**src/rtl/mc_pkg.sv**
```systemverilog
// Shared encodings for the multicycle RV32I controller: FSM states, opcodes,
// ALUOp codes and datapath mux selects.
package mc_pkg;

  typedef enum logic [3:0] {
    S_FETCH    = 4'd0,
    S_DECODE   = 4'd1,
    S_MEMADR   = 4'd2,
    S_MEMREAD  = 4'd3,
    S_MEMWB    = 4'd4,
    S_MEMWRITE = 4'd5,
    S_EXECUTER = 4'd6,
    S_EXECUTEI = 4'd7,
    S_JAL      = 4'd8,
    S_ALUWB    = 4'd9,
    S_BEQ      = 4'd10
  } state_e;

  localparam logic [6:0] OP_LW  = 7'b0000011;
  localparam logic [6:0] OP_SW  = 7'b0100011;
  localparam logic [6:0] OP_R   = 7'b0110011;
  localparam logic [6:0] OP_I   = 7'b0010011;
  localparam logic [6:0] OP_JAL = 7'b1101111;
  localparam logic [6:0] OP_BEQ = 7'b1100011;

  localparam logic [1:0] ALUOP_ADD   = 2'b00;
  localparam logic [1:0] ALUOP_SUB   = 2'b01;
  localparam logic [1:0] ALUOP_FUNCT = 2'b10;

  localparam logic [1:0] RES_ALUOUT    = 2'b00;
  localparam logic [1:0] RES_DATA      = 2'b01;
  localparam logic [1:0] RES_ALURESULT = 2'b10;

  localparam logic [1:0] SRCA_PC    = 2'b00;
  localparam logic [1:0] SRCA_OLDPC = 2'b01;
  localparam logic [1:0] SRCA_RD1   = 2'b10;

  localparam logic [1:0] SRCB_RD2  = 2'b00;
  localparam logic [1:0] SRCB_IMM  = 2'b01;
  localparam logic [1:0] SRCB_FOUR = 2'b10;

  localparam logic [1:0] IMM_I = 2'b00;
  localparam logic [1:0] IMM_S = 2'b01;
  localparam logic [1:0] IMM_B = 2'b10;
  localparam logic [1:0] IMM_J = 2'b11;

  // Immediate format implied by the opcode; unknown opcodes fall back to I.
  function automatic logic [1:0] imm_src_of(input logic [6:0] op);
    case (op)
      OP_LW, OP_I: imm_src_of = IMM_I;
      OP_SW:       imm_src_of = IMM_S;
      OP_BEQ:      imm_src_of = IMM_B;
      OP_JAL:      imm_src_of = IMM_J;
      default:     imm_src_of = IMM_I;
    endcase
  endfunction

endpackage

```
**src/rtl/alu_decoder.sv**
```systemverilog
// ALU decoder: maps ALUOp plus instruction fields to the 3-bit ALU control.
module alu_decoder
  import mc_pkg::*;
(
  input  logic       funct7b5,
  input  logic       op5,
  input  logic [2:0] funct3,
  input  logic [1:0] alu_op,
  output logic [2:0] alu_control
);

  // Fixed add/sub for address and branch work, funct-decoded for ALU ops.
  always_comb begin
    // NOTE: every output gets a value before the case so no path can infer a latch.
    alu_control = 3'b000;
    case (alu_op)
      ALUOP_ADD: alu_control = 3'b000;
      ALUOP_SUB: alu_control = 3'b001;
      default: begin
        case (funct3)
          3'b000:  alu_control = (funct7b5 && op5) ? 3'b001 : 3'b000; // sub only for R-type
          3'b010:  alu_control = 3'b101; // slt
          3'b110:  alu_control = 3'b011; // or
          3'b111:  alu_control = 3'b010; // and
          default: alu_control = 3'b000;
        endcase
      end
    endcase
  end

endmodule

```
**src/rtl/mc_main_fsm.sv**
```systemverilog
// Main Moore FSM of the multicycle controller: state register, next-state
// logic, per-state datapath controls and ALUOp.
module mc_main_fsm
  import mc_pkg::*;
(
  input  logic       clk,
  input  logic       reset,
  input  logic [6:0] op,
  output logic       pc_update,
  output logic       branch,
  output logic       adr_src,
  output logic       mem_write,
  output logic       ir_write,
  output logic       reg_write,
  output logic [1:0] result_src,
  output logic [1:0] alu_src_a,
  output logic [1:0] alu_src_b,
  output logic [1:0] alu_op,
  output logic       illegal,
  output logic       retire
);

  state_e state_q, state_d;

  // State register; a synchronous reset abandons any instruction in flight.
  always_ff @(posedge clk) begin
    // NOTE: sequential state uses <= so every flop samples pre-edge values.
    if (reset) state_q <= S_FETCH;
    else       state_q <= state_d;
  end

  // Next state and Moore outputs; reset forces all write enables low.
  always_comb begin
    state_d    = S_FETCH;
    pc_update  = 1'b0;
    branch     = 1'b0;
    adr_src    = 1'b0;
    mem_write  = 1'b0;
    ir_write   = 1'b0;
    reg_write  = 1'b0;
    result_src = RES_ALUOUT;
    alu_src_a  = SRCA_PC;
    alu_src_b  = SRCB_RD2;
    alu_op     = ALUOP_ADD;
    illegal    = 1'b0;
    retire     = 1'b0;

    case (state_q)
      S_FETCH: begin
        adr_src    = 1'b0;
        ir_write   = 1'b1;
        alu_src_a  = SRCA_PC;
        alu_src_b  = SRCB_FOUR;
        result_src = RES_ALURESULT;
        pc_update  = 1'b1;
        state_d    = S_DECODE;
      end
      S_DECODE: begin
        // Branch/jump target computed early into ALUOut.
        alu_src_a = SRCA_OLDPC;
        alu_src_b = SRCB_IMM;
        case (op)
          OP_LW, OP_SW: state_d = S_MEMADR;
          OP_R:         state_d = S_EXECUTER;
          OP_I:         state_d = S_EXECUTEI;
          OP_JAL:       state_d = S_JAL;
          OP_BEQ:       state_d = S_BEQ;
          default: begin
            illegal = 1'b1;
            state_d = S_FETCH;
          end
        endcase
      end
      S_MEMADR: begin
        alu_src_a = SRCA_RD1;
        alu_src_b = SRCB_IMM;
        state_d   = (op == OP_LW) ? S_MEMREAD : S_MEMWRITE;
      end
      S_MEMREAD: begin
        result_src = RES_ALUOUT;
        adr_src    = 1'b1;
        state_d    = S_MEMWB;
      end
      S_MEMWB: begin
        result_src = RES_DATA;
        reg_write  = 1'b1;
        retire     = 1'b1;
        state_d    = S_FETCH;
      end
      S_MEMWRITE: begin
        result_src = RES_ALUOUT;
        adr_src    = 1'b1;
        mem_write  = 1'b1;
        retire     = 1'b1;
        state_d    = S_FETCH;
      end
      S_EXECUTER: begin
        alu_src_a = SRCA_RD1;
        alu_src_b = SRCB_RD2;
        alu_op    = ALUOP_FUNCT;
        state_d   = S_ALUWB;
      end
      S_EXECUTEI: begin
        alu_src_a = SRCA_RD1;
        alu_src_b = SRCB_IMM;
        alu_op    = ALUOP_FUNCT;
        state_d   = S_ALUWB;
      end
      S_JAL: begin
        // Return address PC+4 is formed from OldPC while PC takes the target.
        alu_src_a  = SRCA_OLDPC;
        alu_src_b  = SRCB_FOUR;
        result_src = RES_ALUOUT;
        pc_update  = 1'b1;
        state_d    = S_ALUWB;
      end
      S_ALUWB: begin
        result_src = RES_ALUOUT;
        reg_write  = 1'b1;
        retire     = 1'b1;
        state_d    = S_FETCH;
      end
      S_BEQ: begin
        alu_src_a  = SRCA_RD1;
        alu_src_b  = SRCB_RD2;
        alu_op     = ALUOP_SUB;
        result_src = RES_ALUOUT;
        branch     = 1'b1;
        retire     = 1'b1;
        state_d    = S_FETCH;
      end
      default: state_d = S_FETCH; // corrupted encoding: recover with everything off
    endcase

    if (reset) begin
      pc_update = 1'b0;
      branch    = 1'b0;
      mem_write = 1'b0;
      ir_write  = 1'b0;
      reg_write = 1'b0;
      illegal   = 1'b0;
      retire    = 1'b0;
    end
  end

endmodule

```
**src/rtl/multicycle_controller.sv**
```systemverilog
// Multicycle RV32I controller top: main FSM, PC write gating, immediate
// format decode and ALU decoder.
module multicycle_controller
  import mc_pkg::*;
(
  input  logic       clk,
  input  logic       reset,
  input  logic [6:0] op,
  input  logic [2:0] funct3,
  input  logic       funct7b5,
  input  logic       Zero,
  output logic       PCWrite,
  output logic       AdrSrc,
  output logic       MemWrite,
  output logic       IRWrite,
  output logic [1:0] ResultSrc,
  output logic [1:0] ALUSrcA,
  output logic [1:0] ALUSrcB,
  output logic [1:0] ImmSrc,
  output logic       RegWrite,
  output logic [2:0] ALUControl,
  output logic       Illegal,
  output logic       Retire
);

  logic       pc_update;
  logic       branch;
  logic [1:0] alu_op;

  mc_main_fsm u_fsm (
    .clk        (clk),
    .reset      (reset),
    .op         (op),
    .pc_update  (pc_update),
    .branch     (branch),
    .adr_src    (AdrSrc),
    .mem_write  (MemWrite),
    .ir_write   (IRWrite),
    .reg_write  (RegWrite),
    .result_src (ResultSrc),
    .alu_src_a  (ALUSrcA),
    .alu_src_b  (ALUSrcB),
    .alu_op     (alu_op),
    .illegal    (Illegal),
    .retire     (Retire)
  );

  alu_decoder u_alu_dec (
    .funct7b5    (funct7b5),
    .op5         (op[5]),
    .funct3      (funct3),
    .alu_op      (alu_op),
    .alu_control (ALUControl)
  );

  // PC advances unconditionally on pc_update, or in BEQ when operands match.
  always_comb begin
    PCWrite = pc_update | (branch & Zero);
  end

  // Immediate format follows the opcode in every state.
  always_comb begin
    ImmSrc = imm_src_of(op);
  end

endmodule

```
**config.mk**
```make
export PLATFORM = sky130hd
export DESIGN_NAME = multicycle_controller
export DESIGN_NICKNAME = d
export VERILOG_FILES = /design/src/rtl/mc_pkg.sv /design/src/rtl/alu_decoder.sv /design/src/rtl/mc_main_fsm.sv /design/src/rtl/multicycle_controller.sv
export SDC_FILE = /design/constraint.sdc
export NUM_CORES = 1
export LEC_CHECK = 0
export CELL_PAD_IN_SITES_DETAIL_PLACEMENT = 2
export CELL_PAD_IN_SITES_GLOBAL_PLACEMENT = 2
export CORE_ASPECT_RATIO = 2
export CORE_MARGIN = 3
export CORE_UTILIZATION = 18
export DETAILED_ROUTE_END_ITERATION = 16
export GPL_TIMING_DRIVEN = 0
export PLACE_DENSITY = 0.74
export REMOVE_ABC_BUFFERS = 1
export SETUP_SLACK_MARGIN = 0.2
export SLEW_MARGIN = 20
export SYNTH_ARGS = -nofsm -noshare
export SYNTH_HDL_FRONTEND = slang
export SYNTH_SLANG_ARGS = --single-unit
```
**constraint.sdc**
```tcl
create_clock -name clk -period 2.08 [get_ports clk]
set_clock_uncertainty 0.2 [all_clocks]
set_input_delay 0.416 -clock clk [delete_from_list [all_inputs] [get_ports clk]]
set_output_delay 0.416 -clock clk [all_outputs]
set_load 0.02 [all_outputs]
```
## After elaboration in Yosys (flattened, before gate mapping)

Index checks and enable logic that the tools add are counted.

- Register bits after elaboration: 4
- Input bits: 14
- Output and inout port bits: 18
- Word-level logic and storage cells: 65

- Eq/ne operators: 20
- Mux-type cells: 27
- Bitwise gates (word level): 2
- Reductions and logical operators: 15

Operator list:

| kind | number |
|---|---|
| $pmux W4 S5 | 2 |
| $mux W1 | 17 |
| $eq A4 B3 Y1 const B | 4 |
| $pmux W2 S2 | 4 |
| $eq A7 B6 Y1 const B | 2 |
| $eq A7 B7 Y1 const B | 2 |
| $eq A4 B4 Y1 const B | 3 |
| $pmux W3 S4 | 1 |
| $reduce_or A2 Y1 | 6 |
| $eq A4 B2 Y1 const B | 2 |
| $reduce_or A4 Y1 | 2 |
| $eq A7 B2 Y1 const B | 1 |
| $eq A7 B5 Y1 const B | 1 |
| $eq A3 B3 Y1 const B | 2 |
| $pmux W2 S3 | 1 |
| $pmux W3 S2 | 1 |
| $reduce_or A3 Y1 | 2 |
| $reduce_or A6 Y1 | 1 |
| $eq A4 B1 Y1 const B | 1 |
| $logic_not A4 Y1 | 1 |
| $eq A3 B2 Y1 const B | 1 |
| $logic_not A3 Y1 | 1 |
| $mux W3 | 1 |
| $eq A2 B1 Y1 const B | 1 |
| other kinds (4) | 4 |

## Logic depth before layout (Yosys ltp)

Gate-level depths: netlist (run 1).

- Depth after elaboration: 5
- Gate-level depth with buffers: 5
- Depth with buffers taken out: 4

## Hierarchy

From an unflattened synthesis (run 1), not the netlist that was laid out.

- Cell total of the unflattened synthesis: 78
- Area total of the unflattened synthesis: 579.3 um^2

By module, submodules not included:

| module | times used | cells each | area each (um^2) | sequential area each (um^2) |
|---|---|---|---|---|
| mc_main_fsm | 1 | 64 | 485.5 | 80.1 |
| multicycle_controller | 1 | 7 | 51.3 | 0.0 |
| alu_decoder | 1 | 7 | 42.5 | 0.0 |

## Worst setup path before layout (run 1)

Ideal clock, no wire load.

- Path kind: reg2out
- Start point: register u_fsm.state_q[3]
- End point: output port PCWrite
- Arrival: 1.773 ns
- Required time: 1.464 ns
- Path slack: -0.309 ns
- Stages on the path, launching flop included: 4
- Buffers on the path: 1
- Path through: dfxtp_1 > buf_2 > nand2_1 > a2111oi_0

- Longest elaborated chain between the ends: 5
- Elaborated cells on any way between the ends: 10
- Those cells by class: eq/ne (2); mux (4); bitwise (2); reduce/logical (2)

Ends and longest elaborated chain:

| item | line | RTL |
|---|---|---|
| from (decl) | mc_main_fsm.sv:23 | `state_e state_q, state_d;` |
| from (signal assigned) | mc_main_fsm.sv:29 | `else state_q <= state_d;` |
| $eq A4 B4 Y1 / $logic_not A4 Y1 (equally long branches) | mc_main_fsm.sv:48 | `case (state_q)` |
| $reduce_or A2 Y1 (no source line) / $mux W1 (equally long branches) | n/a |  |
| $mux W1, on equally long branches | mc_main_fsm.sv:48, mc_main_fsm.sv:135 |  |
| $mux W1 / $and A1 B1 Y1 (equally long branches) | mc_main_fsm.sv:135, multicycle_controller.sv:58 |  |
| $or A1 B1 Y1 (*) | multicycle_controller.sv:58 | `PCWrite = pc_update \| (branch & Zero);` |
| to (decl) | multicycle_controller.sv:12 | `output logic PCWrite,` |

Every way passes the cells marked *; elsewhere a longest branch is shown, timed or not.

## Worst setup path in the final report (run 1)

- Start point: register u_fsm.state_q[3]
- End point: output port Illegal

- Longest elaborated chain between the ends: 3

Ends and longest elaborated chain:

| item | line | RTL |
|---|---|---|
| $eq A4 B1 Y1 | mc_main_fsm.sv:48 |  |
| $mux W1 | mc_main_fsm.sv:48 |  |
| $mux W1 | mc_main_fsm.sv:135 | `if (reset) begin` |
| to (decl) | multicycle_controller.sv:22 | `output logic Illegal,` |

Every way passes these cells.

==> impl_metrics.ini, run 1 <==
[drt]
drc = 0
vias = 752
viasPerCell = 5.047
ant_nets = 0
wirelength_um = 2277
drt-pass1-iter-count = 4
drtIter0Drc = 16
avgRoutedWirePerCell_um = 15.28

[synthesis]
synth_edf_count = 0
ys.flop_type = dfxtp_1
ys_warn_count = 0
async_reset_ff_frac = 0
synthMuxAreaShare = 0
syn_area_sq_um = 559.3
ys_seq_area_frac = 0.1432
synthAdderAreaFrac = 0
ys_ff_latch = 4
synth_compound_area_frac = 0.2394
synth-xor-area-share = 0.04698
synth_top_family_by_area = simple AND/OR/NAND/NOR gates
ys_types = 38
synthSimpleGateAreaFrac = 0.4966
synth_area_per_cell_sq_um = 7.170
synthCells = 78

[worst_setup_path]
crit_slowest_cell = or3_4
end_kind = output pin
crit_chain = or3_4 -> or2_4 -> a211oi_2 -> buf_4
critPathMaxStageDelay_ns = 0.39
crit_type = flip-flop to output pin
worstPathRequired_ns = 1.46
worstPathArrival_ns = 1.52
start_kind = flip-flop
crit_fanout = 4

[final_layout]
largest_reg_flops = 4
reg_top3 = u_fsm.state_q: 4 flops
fin_nets = 135
max_flop_register = u_fsm.state_q
stdcell_area_sq_um = 1001
n_antenna_cell = 0
drive_above_1_share = 0.4706
area_growth_syn_to_layout_pct = 78.97

[clock_network]
clock-sinks = 4
path_clk_slew_ns = 0.03
cts_tree = yes
root_buffer = clkbuf_8
cts_buffer_depth = 2
cts-htree-levels = 1
cts_buffers = 3
clk_latency_ns = 0.21
ctsHoldBuffers = 0

[power_and_ir_drop]
power_density_nw_per_um2 = 348.3
power_uw = 348.7
power.share.clock = 0.455
peakVddDrop_uv = 429.3
p_switching_uw = 98.84
cellLeakagePower_uw = 0.0004221
swShare = 0.2835
power.internal_uw = 249.8
p_seq_frac = 0.240
combPwrFrac = 0.305

[die]
die_area_sq_um = 3853
rows = 28
num_io_pins = 32
start_util = 0.1878
die_w_um = 45.42
core_sq_um = 2978
dieHeight_um = 84.83

[global_route]
grt-ovfl-total = 0
grt_pass1_wl_um = 3843
grt_usage = 0.1307
antenna_found_initial = 0
grt_max_degree = 17
grt_pass1_vias = 812

[sta]
slew_headroom = 0.7152
setup_ws_ns = -0.05694
final_max_slew_viol_count = 0
fin_setup_tns_ns = -0.05694
rsz0062_at_grt = yes
max_freq_mhz = 468.0
tightest_slew_ns = 0.4261
finalCriticalPeriod_ns = 2.137
finalSetupViolCount = 1
hold_violations = 0
period_share = 1.027

[flow_run]
maxCapViolCount = 0

[outcome]
violations = setup timing
outcome = complete, but fails checks

[place]
portBuffers = 31
dp_hpwl_um = 1640
post_dp_cell_area_sq_um = 880.8
preCtsSetupSlack_ns = -1.018
gp_congestion = 0.7449

[worst_hold_path]
min_path_type = input port to flip-flop
[cells by family after synthesis]
logic type                Yosys count
and+or+nand+nor                    46
AOI/OAI and AO/OA                  16
buffers and inverters               9
DFF                                 4
xor gates and xnor gates            3
[power groups by stage]
stage / Sequential, uW / Combinational [uW] / Clock (uW)
finish: 83.5 / 106 / 159
global route: 84.6 / 117 / 173
CTS: 83.3 / 107 / 163
detailed placement: 87.3 / 110 / 0
global placement: 87.3 / 108 / 0
floorplan: 85.2 / 47.8 / 0
[worst max-delay path: cells and delay by family, from the launching register on]
| family | cells | cell delay, ns |
|---|---|---|
| AO/OA/AOI/OAI | 1 | 0.15 |
| buffers and inverters | 1 | 0.17 |
| AND/OR/NAND/NOR | 2 | 0.63 |
| flip-flops | 1 | 0.35 |
[final timing paths]
kind                          from          endpoint  slack, ns  cells past startpoint
setup / recovery  u_fsm.state_q[3]           Illegal      -0.06                      4
hold / removal               op[3]  u_fsm.state_q[1]       0.26                      2
setup reg to reg  u_fsm.state_q[2]  u_fsm.state_q[2]       0.32                      5
hold reg to reg   u_fsm.state_q[1]  u_fsm.state_q[1]       0.40                      2
[cells in the final DEF (no fill, tap or decap), types with 3 or more instances in the layout]
| cell | count |
|---|---|
| nand2b_1 | 6 |
| buf_6 | 3 |
| buf_2 | 10 |
| nor2_1 | 7 |
| xnor2_1 | 3 |
| nand3b_1 | 5 |
| nand2_1 | 3 |
| clkbuf_2 | 3 |
| dfxtp_4 | 4 |
| inv_1 | 3 |
| nor3_1 | 6 |
| buf_4 | 18 |
| clkbuf_8 | 3 |
| dlygate4sd2_1 | 6 |
[metal layers]
metal	GRT usage	vias up	wire length, um
met3	0.008493	4	139
li1	-	369	-
met4	0.04800	0	36
met1	0.1392	351	859
met2	0.2459	28	1243
met5	0	-	0
[through the flow]
| stage | utilization | hold WS [ns] | instances |
|---|---|---|---|
| after floorplan | - | 0.2993 | 73 |
| after global placement | 0.2958 | 0.5960 | 134 |
| after detailed placement | 0.2958 | 0.6146 | 134 |
| after CTS | 0.3391 | 0.2618 | 149 |
| after global routing | 0.3361 | 0.2653 | 149 |
| final | 0.3361 | 0.2588 | 149 |
[cell usage after synthesis, types with 2 or more instances]
cell,n,area share
nor2_1,7,0.047
nor3_1,7,0.063
nand2b_1,6,0.067
nand3b_1,5,0.067
dfxtp_1,4,0.14
inv_1,4,0.027
buf_2,3,0.027
nand2_1,3,0.020
xnor2_1,3,0.047
a21o_1,2,0.027
a21oi_1,2,0.018
nand3_1,2,0.018
nand4b_1,2,0.031
nor3b_1,2,0.027
o21a_1,2,0.027
or3_1,2,0.022
[cell type report]
cell class / count / area [sq um]
fill: 366 / 1977
multi-input combinational: 65 / 493.0
timing repair buffer: 43 / 319.1
sequential: 4 / 95.09
clock buffer: 3 / 41.29
tap: 30 / 37.54
inverter: 4 / 15.01
[repair_timing]
item / in CTS / in global routing
resized for setup: 121 / 18
buffers inserted: 12 / 0
cloned: 0 / 0
endpoints found under the setup margin: 21 / 16
pin swaps: 10 / 0
(Power assumes the default switching activity.)
==> run 2: changes to the inputs <==
--- a/config.mk
+++ b/config.mk
@@ -5,6 +5,7 @@
 export SDC_FILE = /design/constraint.sdc
 export NUM_CORES = 1
 export LEC_CHECK = 0
+export CAP_MARGIN = 20
 export CELL_PAD_IN_SITES_DETAIL_PLACEMENT = 2
 export CELL_PAD_IN_SITES_GLOBAL_PLACEMENT = 2
 export CORE_ASPECT_RATIO = 2
@@ -12,7 +13,7 @@
 export CORE_UTILIZATION = 18
 export DETAILED_ROUTE_END_ITERATION = 16
 export GPL_TIMING_DRIVEN = 0
-export PLACE_DENSITY = 0.74
+export PLACE_DENSITY = 0.73
 export REMOVE_ABC_BUFFERS = 1
 export SETUP_SLACK_MARGIN = 0.2
 export SLEW_MARGIN = 20
==> impl_metrics.ini, run 2 (synthesis results as in run 1) <==
[final_layout]
fin_cells = 152
final_cell_mix = buf_4 (17), buf_6 (11), buf_2 (9)
reg_top3 = u_fsm.state_q: 4 flops
max_flop_register = u_fsm.state_q
final_common_cell = buf_4
largest_reg_flops = 4
area_growth_syn_to_layout_pct = 93.74
drive_above_1_share = 0.5574
fin_nets = 138
n_antenna_cell = 0

[global_route]
grt_pass1_vias = 886
grt_max_degree = 20
grt_pass1_wl_um = 4374
antenna_found_initial = 0
grt-ovfl-total = 0
grt_usage = 0.1489

[sta]
final_max_slew_viol_count = 0
slew_headroom = 0.7735
max_freq_mhz = 469.6
fin_hold_ws_ns = 0.1777
tightest_slew_ns = 0.3390
period_share = 1.024
finalCriticalPeriod_ns = 2.129
finalSetupViolCount = 1
rsz0062_at_grt = yes
fin_setup_tns_ns = -0.04925
setup_ws_ns = -0.04925
hold_violations = 0

[die]
dieHeight_um = 84.83
die_w_um = 45.42
core_sq_um = 2978
start_util = 0.1878
die_area_sq_um = 3853
num_io_pins = 32
rows = 28

[drt]
avgRoutedWirePerCell_um = 17.14
drt-pass1-iter-count = 4
ant_nets = 0
drc = 0
viasPerCell = 5.197
wirelength_um = 2605
drtIter0Drc = 15
vias = 790

[worst_setup_path]
crit_type = flip-flop to output pin
rrSetupSlack_ns = 0.46
worstPathArrival_ns = 1.51
worstPathRequired_ns = 1.46
crit_fanout = 6
start_kind = flip-flop
end_kind = output pin

[power_and_ir_drop]
peakVddDrop_uv = 252.2
power.share.clock = 0.461
cellLeakagePower_uw = 0.0004562
p_switching_uw = 115.9
power.internal_uw = 256.4
power_uw = 372.2
power_density_nw_per_um2 = 343.5
swShare = 0.3112
p_seq_frac = 0.222
combPwrFrac = 0.316

[flow_run]
maxCapViolCount = 0

[worst_hold_path]
min_path_type = input port to flip-flop

[place]
portBuffers = 31
gp_congestion = 0.6996
dp_hpwl_um = 1693
dp.cells = 134
preCtsSetupSlack_ns = -1.034

[clock_network]
clk_latency_ns = 0.22
cts-htree-levels = 1
path_clk_slew_ns = 0.03
cts_buffer_depth = 2
cts_buffers = 3
root_buffer = clkbuf_8
cts_tree = yes
clock-sinks = 4
ctsHoldBuffers = 0

[outcome]
outcome = complete, but fails checks
violations = setup timing
run 2: cell types whose count changed in the layout (fill, tap and decap cells not counted), sizes merged:
cell,delta
dlygate4sd2,-2
buf,+6
clkbuf,-1
run 2: critical path: stages, from the launching register on:
cell	delay (ns)
dfxtp_4	0.36
or3_4	0.37
or2_4	0.24
a211oi_2	0.14
buf_4	0.17
run 2: power by group through the flow:
stage,Combinational [uW],Sequential [uW],Clock [uW]
after floorplan,47.8,85.2,0
after global placement,109,87.5,0
after detailed placement,111,87.6,0
after CTS,109,82.6,174
after global routing,128,83.8,179
final,118,82.8,172
run 2: timing repair:
action	4_1_cts	5_1_grt
resized for setup	143	23
endpoints found under the setup margin	19	16
setup buffers	13	2
pin swaps	13	8
run 2: cell type report:
class	instances	area [sq um]
Multi-Input combinational cell	65	520.5
Clock buffer	3	41.29
Tap cell	30	37.54
Inverter	4	15.01
Sequential cell	4	95.09
Fill cell	354	1894
Timing Repair Buffer	46	374.1
run 2: metal layers:
metal  vias up  wire length [um]  global-route usage
met3         5               115            0.008493
met1       382               914              0.1649
met2        27              1530              0.2739
li1        376                 -                   -
met4         0                45             0.05600
met5         -                 0                   0
run 2: final timing paths:
kind,start,depth (start not counted),to
max,u_fsm.state_q[2],4,Illegal
min,op[3],2,u_fsm.state_q[1]
max reg2reg,u_fsm.state_q[2],5,u_fsm.state_q[0]
min reg2reg,u_fsm.state_q[3],2,u_fsm.state_q[2]
run 2: metrics by stage:
| stage | util | area, sq um |
|---|---|---|
| after floorplan | - | 533.0 |
| after global placement | 0.2958 | 880.8 |
| after detailed placement | 0.2958 | 880.8 |
| after CTS | 0.3357 | 999.7 |
| after global routing | 0.3639 | 1084 |
| final | 0.3639 | 1084 |
